==> src/rtl/aes_round_ctrl.sv <==
`default_nettype none
// ============================================================================
// Module      : aes_round_ctrl
// Description : AES round sequencer. It accepts one block request at a time
//               and issues the load/add-round-key pulse. It then steps the
//               datapath through 10/12/14 rounds and hands the result over
//               with valid/ready. It requests a masking-PRNG reseed every
//               RESEED_RATE completed blocks.
// Revision    : 1.0 - initial release
// ============================================================================
module aes_round_ctrl #(
  parameter int RESEED_RATE = 64,
  parameter int CNT_W       = 16
) (
  input  logic             clk_i,
  input  logic             rst_i,
  input  logic             in_valid_i,
  output logic             in_ready_o,
  input  logic             op_i,
  input  logic [1:0]       key_len_i,
  input  logic             abort_i,
  output logic             dp_start_o,
  output logic             dp_step_o,
  input  logic             dp_ack_i,
  output logic [3:0]       dp_round_o,
  output logic             dp_final_o,
  output logic             dp_op_o,
  output logic             out_valid_o,
  input  logic             out_ready_i,
  output logic             reseed_req_o,
  input  logic             reseed_ack_i,
  output logic             busy_o,
  output logic [CNT_W-1:0] block_cnt_o
);

  // The reseed counter only has to reach RESEED_RATE; keep at least one bit
  // so the declaration stays legal when reseeding is disabled.
  localparam int RC_W = (RESEED_RATE > 1) ? $clog2(RESEED_RATE + 1) : 1;
  localparam logic [RC_W-1:0] RESEED_RATE_C = RC_W'(RESEED_RATE);

  typedef enum logic [2:0] {
    IDLE     = 3'd0,
    LOAD     = 3'd1,
    ROUND    = 3'd2,
    WAIT_OUT = 3'd3,
    RESEED   = 3'd4
  } state_t;

  state_t            state_q, state_d;
  logic              op_q, op_d;
  logic [3:0]        nrounds_q, nrounds_d;
  logic [3:0]        round_q, round_d;
  logic              start_q, start_d;
  logic              step_q, step_d;
  logic              final_q, final_d;
  logic              valid_q, valid_d;
  logic              reseed_q, reseed_d;
  logic              busy_q, busy_d;
  logic [CNT_W-1:0]  cnt_q, cnt_d;
  logic [RC_W-1:0]   rcnt_q, rcnt_d;
  logic [3:0]        nrounds_sel;
  logic [RC_W-1:0]   rcnt_inc;

  // Round count for the requested key length; code 3 behaves as AES-128.
  always_comb begin
    nrounds_sel = 4'd10;
    case (key_len_i)
      2'd1:    nrounds_sel = 4'd12;
      2'd2:    nrounds_sel = 4'd14;
      default: nrounds_sel = 4'd10;
    endcase
  end

  assign rcnt_inc = rcnt_q + 1'b1;

  // Next-state and next-output logic; every output except in_ready_o is registered.
  always_comb begin
    state_d   = state_q;
    op_d      = op_q;
    nrounds_d = nrounds_q;
    round_d   = round_q;
    start_d   = 1'b0;
    step_d    = step_q;
    final_d   = final_q;
    valid_d   = valid_q;
    reseed_d  = reseed_q;
    cnt_d     = cnt_q;
    rcnt_d    = rcnt_q;

    case (state_q)
      IDLE: begin
        if (in_valid_i) begin
          state_d   = LOAD;
          op_d      = op_i;
          nrounds_d = nrounds_sel;
          round_d   = 4'd0;
          start_d   = 1'b1;
        end
      end

      LOAD: begin
        if (abort_i) begin
          state_d = IDLE;
          round_d = 4'd0;
        end else begin
          state_d = ROUND;
          round_d = 4'd1;
          step_d  = 1'b1;
          final_d = 1'b0;
        end
      end

      ROUND: begin
        // Abort outranks a same-cycle acknowledge.
        if (abort_i) begin
          state_d = IDLE;
          step_d  = 1'b0;
          final_d = 1'b0;
          valid_d = 1'b0;
          round_d = 4'd0;
        end else if (dp_ack_i) begin
          if (round_q == nrounds_q) begin
            state_d = WAIT_OUT;
            step_d  = 1'b0;
            final_d = 1'b0;
            valid_d = 1'b1;
          end else begin
            round_d = round_q + 4'd1;
            final_d = ((round_q + 4'd1) == nrounds_q);
          end
        end
      end

      WAIT_OUT: begin
        // Abort outranks a same-cycle output handshake; counters stay put.
        if (abort_i) begin
          state_d = IDLE;
          valid_d = 1'b0;
          round_d = 4'd0;
        end else if (out_ready_i) begin
          valid_d = 1'b0;
          round_d = 4'd0;
          cnt_d   = cnt_q + 1'b1;
          if ((RESEED_RATE != 0) && (rcnt_inc == RESEED_RATE_C)) begin
            rcnt_d   = '0;
            state_d  = RESEED;
            reseed_d = 1'b1;
          end else begin
            rcnt_d  = rcnt_inc;
            state_d = IDLE;
          end
        end
      end

      RESEED: begin
        // A reseed always runs to completion; abort is not looked at here.
        if (reseed_ack_i) begin
          reseed_d = 1'b0;
          state_d  = IDLE;
        end
      end

      default: begin
        state_d = IDLE;
      end
    endcase

    busy_d = (state_d != IDLE);
  end

  // State and registered-output update with synchronous reset.
  always_ff @(posedge clk_i) begin
    if (rst_i) begin
      state_q   <= IDLE;
      op_q      <= 1'b0;
      nrounds_q <= 4'd10;
      round_q   <= 4'd0;
      start_q   <= 1'b0;
      step_q    <= 1'b0;
      final_q   <= 1'b0;
      valid_q   <= 1'b0;
      reseed_q  <= 1'b0;
      busy_q    <= 1'b0;
      cnt_q     <= '0;
      rcnt_q    <= '0;
    end else begin
      state_q   <= state_d;
      op_q      <= op_d;
      nrounds_q <= nrounds_d;
      round_q   <= round_d;
      start_q   <= start_d;
      step_q    <= step_d;
      final_q   <= final_d;
      valid_q   <= valid_d;
      reseed_q  <= reseed_d;
      busy_q    <= busy_d;
      cnt_q     <= cnt_d;
      rcnt_q    <= rcnt_d;
    end
  end

  assign in_ready_o   = (state_q == IDLE);
  assign dp_start_o   = start_q;
  assign dp_step_o    = step_q;
  assign dp_round_o   = round_q;
  assign dp_final_o   = final_q;
  assign dp_op_o      = op_q;
  assign out_valid_o  = valid_q;
  assign reseed_req_o = reseed_q;
  assign busy_o       = busy_q;
  assign block_cnt_o  = cnt_q;

endmodule
`default_nettype wire
==> config.mk <==
export PLATFORM = sky130hd
export DESIGN_NAME = aes_round_ctrl
export DESIGN_NICKNAME = d
export VERILOG_FILES = /design/src/rtl/aes_round_ctrl.sv
export SDC_FILE = /design/constraint.sdc
export NUM_CORES = 1
export LEC_CHECK = 0
export BUFFER_PORTS_ARGS = -buffer_cell sky130_fd_sc_hd__buf_2
export CORE_MARGIN = 2
export CORE_UTILIZATION = 60
export CTS_BUF_LIST = sky130_fd_sc_hd__clkbuf_8
export DETAILED_ROUTE_END_ITERATION = 16
export PLACE_DENSITY = 0.94
export SYNTH_ARGS = -nofsm -noshare
export SYNTH_HDL_FRONTEND = slang
export SYNTH_SLANG_ARGS = --single-unit
export TNS_END_PERCENT = 1
==> constraint.sdc <==
create_clock -name clk_i -period 4.8 [get_ports clk_i]
set_clock_uncertainty 0.05 [all_clocks]
set_input_delay 0.48 -clock clk_i [delete_from_list [all_inputs] [get_ports clk_i]]
set_output_delay 0.48 -clock clk_i [all_outputs]
set_load 0.05 [all_outputs]
==> flow_metrics.env <==
export IMPL_status="finished clean"
export IMPL_cp_num_cells=6
export IMPL_seq_area_frac_synth_pct=39.1
export IMPL_cts_made_buffers=5
export IMPL_vdd_drop_max_mv=0.222
export IMPL_slew_headroom_pct=53.5
export IMPL_leakage_nw=0.913
export IMPL_n_antenna_cell=0
export IMPL_final_hold_viol_count=0
export IMPL_hold_depth=3
export IMPL_finalCriticalPeriod_ns=2.12
export IMPL_drt_iter0_markers=139
export IMPL_worstMarginPinSlew_ns=0.698
export IMPL_timing_final_crit_share_pct=44.2
export IMPL_fin_area_um2=2260
export IMPL_postCtsHoldBufs=0
export IMPL_wl_per_cell_um=12.8
export IMPL_place_congestion=0.929
export IMPL_multiInputGateArea_um2=1130
export IMPL_finalSetupTns_ns=0
export IMPL_yosys_warnings=0
export IMPL_cp_required_ns=4.90
export IMPL_ios=38
export IMPL_vias_per_cell=5.64
export IMPL_drc=0
export IMPL_grt_pass1_wl_um=6720
export IMPL_root_buffer="clkbuf_8"
export IMPL_synth_edf_count=0
export IMPL_die_area_um2=3800
export IMPL_cts_buffer_depth=2
export IMPL_dp_hpwl_um=2880
export IMPL_end_kind="register"
export IMPL_drv_slew=0
export IMPL_postCtsSetupBuffers=0
export IMPL_yosys_top_cells_count="39 x dfxtp_1, 30 x nor2_1, 18 x nand2_1"
export IMPL_syn_area_um2=2000
export IMPL_clock_fmax_ghz=0.471
export IMPL_io_buffers=37
export IMPL_rows=20
export IMPL_hp_start="op_i"
export IMPL_die_y_um=61.7
export IMPL_fill_cells=253
export IMPL_clock_sinks=39
export IMPL_synth_area_leaders="dfxtp_1 39%, xnor2_1 6.1%, nor2_1 5.6%"
export IMPL_r2r_setup_slack_ns=2.68
export IMPL_slowest_stage="or4_1"
export IMPL_synth_seq_cells=39
export IMPL_yosysTopAreaCell="dfxtp_1"
export IMPL_worstPathCellList="ha_1 > nand3_1 > or4_1 > a21oi_2 > a2bb2oi_1 > nor2_1"
export IMPL_rsz0062_at_grt="false"
export IMPL_grt_max_degree=42
export IMPL_synth_cells=241
export IMPL_synth_flop_cell="dfxtp_1"
export IMPL_power_density_nw_per_um2=261
export IMPL_r2r_cells=6
export IMPL_seqCellArea_um2=781
export IMPL_vias=1799
export IMPL_clk_pin_slew_ns=0.07
export IMPL_arrival_ns=2.23
export IMPL_utilization_pct=72.7
export IMPL_max_cap_viol_count=0
export IMPL_path_buf_inv=0
export IMPL_min_to="dp_op_o$_SDFFE_PP0P_"
export IMPL_clock_latency_ns=0.29
export IMPL_die_w_um=61.7
export IMPL_grt_pass1_vias=1582
export IMPL_cts_tree="yes"
export IMPL_ant_nets=0
export IMPL_area_growth_pct=13.0
export IMPL_core_um2=3100
export IMPL_placed_area_um2=2170
export IMPL_r2r_start="rcnt_q[0]$_SDFFE_PP0P_"
export IMPL_path_class="register to register"
export IMPL_setup_viol=0
export IMPL_ctsResizeCount=0
export IMPL_hold_path_class="input pin to register"
export IMPL_gr_total_overflow=0
export IMPL_drive_above_1_share_pct=18.5
export IMPL_yosysMostFrequentCell="dfxtp_1"
export IMPL_path_delay_family="simple AND/OR/NAND/NOR gates"
export IMPL_ys_types=49
export IMPL_cts_max_level=2
export IMPL_dp_cells=311
export IMPL_yosysTopAreaCellShare_pct=39.1
export IMPL_start_kind="register"
export IMPL_async_flop_share_pct=0
export IMPL_drtPass1Iterations=4
export IMPL_drt_total_wl_um=4080
export IMPL_final_nets=289
export IMPL_r2r_end="rcnt_q[1]$_SDFFE_PP0P_"
export IMPL_antenna_found_initial=0
export IMPL_start_util_pct=64.3
export IMPL_syn_num_nets=256
export IMPL_max_stage_delay_ns=0.53
export IMPL_avgSynthCellArea_um2=8.28
export IMPL_path_max_fanout=8
export IMPL_grt_total_usage_pct=23.7
export IMPL_fin_cells=319
report_power, final:
part / total, mW / switching [mW] / internal, mW
Combinational: 0.0497 / 0.0347 / 0.0151
Clock: 0.206 / 0.108 / 0.0976
Sequential: 0.332 / 0.00438 / 0.328
Total: 0.588 / 0.147 / 0.441
worst max-delay path by stage:
stage,slack (ns),startpoint,to
finish,2.68,rcnt_q[0]$_SDFFE_PP0P_,rcnt_q[1]$_SDFFE_PP0P_
global route,2.53,rcnt_q[0]$_SDFFE_PP0P_,rcnt_q[1]$_SDFFE_PP0P_
CTS,2.70,rcnt_q[0]$_SDFFE_PP0P_,rcnt_q[1]$_SDFFE_PP0P_
detailed placement,2.71,rcnt_q[0]$_SDFFE_PP0P_,rcnt_q[1]$_SDFFE_PP0P_
global placement,2.79,rcnt_q[0]$_SDFFE_PP0P_,rcnt_q[1]$_SDFFE_PP0P_
floorplan,2.31,state_q[0]$_SDFF_PP0_,nrounds_q[1]$_SDFFE_PP1P_
layout by cell type (no fill, tap or decap), drive strengths merged, types with 9 or more instances in the layout:
cell type	netlist	layout
xnor2	14	14
nor3	10	10
a21oi	17	17
nand3	13	13
o21ai	11	11
buf	6	37
nor2	30	30
dfxtp	39	39
inv	7	9
nand2	19	19
layer usage:
metal | vias to the layer above | GRT usage [%] | part of all wire (%)
met1 | 843 | 30.3 | 45
met4 | 0 | 7.29 | 0.98
met2 | 34 | 38.2 | 49
met5 | - | 0 | 0
met3 | 4 | 7.56 | 4.8
li1 | 918 | - | -
registers in the layout, summed over array words and instances, names as in the netlist:
signal and count:
block_cnt_o 16, busy_o 1, dp_final_o 1, dp_op_o 1, dp_round_o 4, dp_start_o 1
dp_step_o 1, nrounds_q 2, out_valid_o 1, rcnt_q 7, reseed_req_o 1, state_q 3
per-stage QoR:
step	power, mW	setup WS (ns)	hold WS, ns
final	0.588	2.68	0.405
after global routing	0.611	2.53	0.434
after CTS	0.591	2.70	0.405
after detailed placement	0.389	2.71	0.406
after global placement	0.388	2.79	0.401
after floorplan	0.377	2.31	0.426
tightest hold or removal path: cells and delay by family:
family	cells	cell delay [ns]
buf+inv	1	0.10
simple gates	1	0.07
compound gates	1	0.06
layout make-up:
type	instances	area share [%]
clock buffers	5	3.05
clock inverters	3	0.555
inverters	7	1.16
multi-input cells	184	50.0
flip-flops and latches	39	34.6
well taps	44	2.44
repair buffers	37	8.21
cell families after synthesis:
group	synth area share [%]
AND/OR/NAND/NOR	29.1
adder cells (fa/ha/maj)	3.13
XOR/XNOR	8.78
buffers and inverters	4.39
AO/OA/AOI/OAI	15.0
multiplexers	0.502
flip-flops	39.1
No activity file was read; power rests on OpenSTA's default activity.
